### src/rtl/reg_bank_pkg.sv
// Shared constants for the two-port arbitrated register bank: FSM encoding,
// requester IDs and default geometry.
package reg_bank_pkg;

  localparam logic [1:0] FREE = 2'b00;
  localparam logic [1:0] OWN0 = 2'b01;
  localparam logic [1:0] OWN1 = 2'b10;

  localparam logic ID0 = 1'b0;
  localparam logic ID1 = 1'b1;

  localparam int unsigned DEF_WIDTH = 8;
  localparam int unsigned DEF_DEPTH = 4;

endpackage

### src/rtl/reg_bank.sv
// DEPTH x WIDTH flip-flop storage with a single write port, an asynchronous
// read mux and an asynchronous active-low clear.
module reg_bank #(
  parameter int unsigned WIDTH = 8,
  parameter int unsigned DEPTH = 4,
  parameter int unsigned AW    = $clog2(DEPTH)
) (
  input  logic             clk,
  input  logic             reset_l,
  input  logic             we,
  input  logic [AW-1:0]    addr,
  input  logic [WIDTH-1:0] wdata,
  output logic [WIDTH-1:0] rdata
);

  logic [WIDTH-1:0] mem_q [DEPTH];

  always_ff @(posedge clk or negedge reset_l) begin
    if (!reset_l) begin
      for (int i = 0; i < int'(DEPTH); i++) begin
        mem_q[i] <= '0;
      end
    end else if (we) begin
      mem_q[addr] <= wdata;
    end
  end

  assign rdata = mem_q[addr];

endmodule

### src/rtl/reg_bank_arbiter.sv
// Two-requester arbiter in front of a flip-flop register bank: round-robin
// priority, optional lock for bursts, one access per cycle, registered read data.
module reg_bank_arbiter
  import reg_bank_pkg::*;
#(
  parameter int unsigned WIDTH = DEF_WIDTH,
  parameter int unsigned DEPTH = DEF_DEPTH,
  parameter int unsigned AW    = $clog2(DEPTH)
) (
  input  logic             clk,
  input  logic             reset_l,
  input  logic             req0,
  input  logic             req1,
  input  logic             we0,
  input  logic             we1,
  input  logic [AW-1:0]    addr0,
  input  logic [AW-1:0]    addr1,
  input  logic [WIDTH-1:0] wdata0,
  input  logic [WIDTH-1:0] wdata1,
  input  logic             lock0,
  input  logic             lock1,
  output logic             gnt0,
  output logic             gnt1,
  output logic [WIDTH-1:0] rdata,
  output logic             rvalid,
  output logic             rid,
  output logic             busy
);

  logic [1:0]       state_q, state_d;
  logic             pri_q, pri_d;
  logic             busy_q;
  logic [WIDTH-1:0] rdata_q;
  logic             rvalid_q;
  logic             rid_q;

  logic             gnt0_raw, gnt1_raw;
  logic             xfer;
  logic             sel_id;
  logic             sel_we;
  logic             sel_lock;
  logic [AW-1:0]    sel_addr;
  logic [WIDTH-1:0] sel_wdata;
  logic [WIDTH-1:0] bank_rdata;

  always_comb begin
    gnt0_raw = 1'b0;
    gnt1_raw = 1'b0;
    case (state_q)
      FREE: begin
        if (req0 && req1) begin
          gnt0_raw = (pri_q == ID0);
          gnt1_raw = (pri_q == ID1);
        end else begin
          gnt0_raw = req0;
          gnt1_raw = req1;
        end
      end
      OWN0:    gnt0_raw = req0;
      OWN1:    gnt1_raw = req1;
      default: ;
    endcase
  end

  // Grants are masked by reset so nothing is offered while the bank is being cleared.
  assign gnt0 = gnt0_raw & reset_l;
  assign gnt1 = gnt1_raw & reset_l;
  assign xfer = gnt0 | gnt1;

  assign sel_id    = gnt1 ? ID1 : ID0;
  assign sel_we    = gnt1 ? we1 : we0;
  assign sel_lock  = gnt1 ? lock1 : lock0;
  assign sel_addr  = gnt1 ? addr1 : addr0;
  assign sel_wdata = gnt1 ? wdata1 : wdata0;

  always_comb begin
    state_d = state_q;
    pri_d   = pri_q;
    case (state_q)
      FREE: begin
        if (xfer) begin
          if (sel_lock) begin
            state_d = (sel_id == ID1) ? OWN1 : OWN0;
          end else begin
            pri_d = ~sel_id;
          end
        end
      end
      OWN0: begin
        // Dropping the request abandons the lock without a transfer.
        if (!req0) begin
          state_d = FREE;
        end else if (!lock0) begin
          state_d = FREE;
          pri_d   = ID1;
        end
      end
      OWN1: begin
        if (!req1) begin
          state_d = FREE;
        end else if (!lock1) begin
          state_d = FREE;
          pri_d   = ID0;
        end
      end
      default: state_d = FREE;
    endcase
  end

  always_ff @(posedge clk or negedge reset_l) begin
    if (!reset_l) begin
      state_q  <= FREE;
      pri_q    <= ID0;
      busy_q   <= 1'b0;
      rdata_q  <= '0;
      rvalid_q <= 1'b0;
      rid_q    <= ID0;
    end else begin
      state_q  <= state_d;
      pri_q    <= pri_d;
      busy_q   <= (state_d != FREE);
      rvalid_q <= xfer & ~sel_we;
      if (xfer && !sel_we) begin
        rdata_q <= bank_rdata;
        rid_q   <= sel_id;
      end
    end
  end

  reg_bank #(
    .WIDTH (WIDTH),
    .DEPTH (DEPTH),
    .AW    (AW)
  ) u_reg_bank (
    .clk     (clk),
    .reset_l (reset_l),
    .we      (xfer & sel_we),
    .addr    (sel_addr),
    .wdata   (sel_wdata),
    .rdata   (bank_rdata)
  );

  assign rdata  = rdata_q;
  assign rvalid = rvalid_q;
  assign rid    = rid_q;
  assign busy   = busy_q;

endmodule

### config.mk
export PLATFORM = sky130hd
export DESIGN_NAME = reg_bank_arbiter
export DESIGN_NICKNAME = d
export VERILOG_FILES = /design/src/rtl/reg_bank_pkg.sv /design/src/rtl/reg_bank.sv /design/src/rtl/reg_bank_arbiter.sv
export SDC_FILE = /design/constraint.sdc
export NUM_CORES = 1
export LEC_CHECK = 0
export CORE_UTILIZATION = 40
export CTS_CLUSTER_DIAMETER = 120
export DETAILED_ROUTE_END_ITERATION = 10
export REMOVE_ABC_BUFFERS = 1
export SLEW_MARGIN = 25
export SYNTH_ARGS = -nofsm -noshare
export SYNTH_HDL_FRONTEND = slang
export SYNTH_HIERARCHICAL = 1
export SYNTH_SLANG_ARGS = --single-unit
### constraint.sdc
create_clock -name clk -period 3.3 [get_ports clk]
set_clock_uncertainty 0.05 [all_clocks]
set_input_delay 0.33 -clock clk [delete_from_list [all_inputs] [get_ports clk]]
set_output_delay 0.33 -clock clk [all_outputs]
set_load 0.1 [all_outputs]
==> reports/results.ini <==
[sta]
finalHoldViolations = 0
fin_tns_setup_ns = 0
holdWs_ns = 0.122
max_slew_margin = 0.346
min_period_over_period = 0.870
rsz0062_at_grt = no
max_freq_ghz = 0.348
final_max_slew_viol_count = 0
setup_viol = 0
post-route-min-period_ns = 2.87
setup_ws_ns = 0.428
tightest_slew_ns = 0.978

[cts]
htreeDepth = 2
numClockSinks = 46
clkTransAtPathRegs_ns = 0.08
post_cts_buffers = 0
clock_latency_ns = 0.30
cts_buffers = 5
cts_root_buffer = clkbuf_8
cts_hold_buffers = 0
cts_buffer_depth = 2
cts_tree = built
cts_resized = 0

[layout]
final_common_cell = dfrtp_1
fill_cells = 513
multi_input_area_sq_mm = 0.00115
layout.nets = 273
syn2layout_area_growth_pct = 26.3
utilization = 0.533
n_antenna_cell = 0
regArea_sq_mm = 0.00115
final_cell_mix = 46 x dfrtp_1, 39 x mux2_2, 37 x clkdlybuf4s50_1, 34 x nand2_1, 10 x buf_4
layout-drive-gt1-share = 0.285
fin_area_sq_mm = 0.00297

[grt]
track_usage = 0.178
grt_max_degree = 52
antenna_found_initial = 0
grt-ovfl-total = 0
grt_pass1_wl_microns = 8220
grt_pass1_vias = 1564

[yosys]
yosysWarningCount = 6
syn_area_per_cell_sq_um = 12.4
synth_top_family_by_area = multiplexers
synthMuxAreaShare = 0.281
synth_compound_area_frac = 0.0521
synth_edf_count = 0
ys_seq_elements = 46
yosys_most_used_dff = dfrtp_1
synthCells = 190
synth.top_cell.area_share = 0.489
synthAdderAreaFrac = 0.0213
synth.distinct_cells = 33
synthTopCellsByArea = dfrtp_1 49%, mux2_2 19%, nand2_1 5.4%
yosysSeqAreaShare = 0.489
synth_xor_area_frac = 0
synthArstFlopShare = 1.00
yosysTopAreaCell = dfrtp_1
synth-simple-area-share = 0.132
netlist_area_sq_mm = 0.00235

[placement]
globalplace.congestion = 0.826
post_dp_cell_area_sq_mm = 0.00288
hpwl_microns = 3510
portBuffers = 40
preCtsSetupSlack_ns = 0.281

[run_status]
status = completed

[detailed_routing]
wl_met3_microns = 244
routed-wl-met2_microns = 2250
remaining_drc_errors = 0
via_count = 1632
wirelength_microns = 4870
dr.pass1.iters = 4
ant_nets = 0
vias_per_cell = 5.20
routed.top_layer = met4
wl_met1_microns = 2360
drt_iter0_markers = 90
wl_per_cell_microns = 15.5

[critical_path]
arrival_ns = 3.01
cp-start-kind = flop
r2r_cells = 10
r2r_setup_slack_ns = 0.43
critPathRequiredTime_ns = 3.44
endpoint_kind = flop
rr_startpoint = state_q[0]$_DFF_PN0_
r2r_end = u_reg_bank/mem_q[26]$_DFFE_PN0P_
worst-setup-path-type = flop to flop
worstPathMaxFanout = 8

[die]
row_count = 27
die-area_sq_mm = 0.00619
die_y_microns = 78.7
ios = 41
initial_utilization = 0.422
die_x_microns = 78.7
coreArea_sq_mm = 0.00557

[power]
p_per_area_mw_per_mm2 = 966
vdd_drop_max_uv = 401
leakage_nw = 1.37

[hold_path]
min_path_type = input pin to asynchronous set/reset pin

[job]
cap_violations = 0

cell usage after synthesis, types with 2 or more instances:
cell,n
nor3_1,3
nor2b_1,2
mux2i_1,2
o21ai_0,6
o211ai_1,3
dfrtp_1,46
nand3b_2,2
mux4_1,3
nand2b_1,2
a21o_1,3
ha_1,4
and3_1,3
mux4_2,5
nor2_1,5
buf_2,3
inv_1,6
nand2_1,34
nand3_1,3
mux2_2,39
a21oi_1,3
critical path: stages (launching register included):
cell and delay, ns:
dfrtp_1 0.44, inv_1 0.10, ha_1 0.27, o211ai_1 0.16, or2_1 0.27, inv_1 0.21
buf_4 0.21, nand2_1 0.06, nand2_1 0.15, nor3b_4 0.46, mux2_2 0.39
kinds of logic (layout without fill, tap and decap cells):
logic type	after synthesis	count (layout)
mux	50	50
flops	46	46
simple gates	61	61
fa+ha+maj	4	4
buf+inv	11	63
compound gates	18	18
flip-flops by register name (all words and copies together) (netlist names):
signal            flops
rid                   1
rvalid                1
state_q               2
u_reg_bank/mem_q     32
pri_q                 1
busy                  1
rdata                 8
through the flow:
step                std cells  power [mW]
floorplan                 185        2.12
global placement          306        2.52
detailed placement        306        2.54
CTS                       314        2.90
global route              314        3.05
finish                    314        2.87
how the worst max path moves through the flow:
| stage | startpoint | to | slack, ns | cells after the start |
|---|---|---|---|---|
| 3_5_place_dp | req1 | u_reg_bank/mem_q[26]$_DFFE_PN0P_ | 0.28 | 9 |
| 5_1_grt | state_q[0]$_DFF_PN0_ | u_reg_bank/mem_q[26]$_DFFE_PN0P_ | 0.19 | 10 |
| 2_1_floorplan | state_q[1]$_DFF_PN0_ | rdata[1]$_DFFE_PN0P_ | -0.34 | 9 |
| 4_1_cts | state_q[0]$_DFF_PN0_ | u_reg_bank/mem_q[26]$_DFFE_PN0P_ | 0.42 | 10 |
| 3_3_place_gp | req1 | rdata[3]$_DFFE_PN0P_ | 0.32 | 9 |
| 6_report | state_q[0]$_DFF_PN0_ | u_reg_bank/mem_q[26]$_DFFE_PN0P_ | 0.43 | 10 |
report_power, final:
group / switching (mW) / internal (mW) / leakage (nW)
clock network: 0.182 / 0.169 / 0.0482
logic: 0.908 / 0.629 / 0.749
registers: 0.144 / 0.840 / 0.569
total: 1.23 / 1.64 / 1.37
area by class of cell:
cell class,instances,share of cell area
Clock buffer,7,0.0291
Clock inverter,1,0.00168
Inverter,6,0.00758
Multi-Input combinational cell,133,0.386
Sequential cell,46,0.387
Tap cell,72,0.0303
Timing Repair Buffer,49,0.158
layer usage:
metal,up-vias,GRT usage
met5,-,0
met4,0,0.0444
met2,52,0.261
met1,793,0.258
li1,785,-
met3,2,0.0529
No activity file was read; power rests on OpenSTA's default activity.
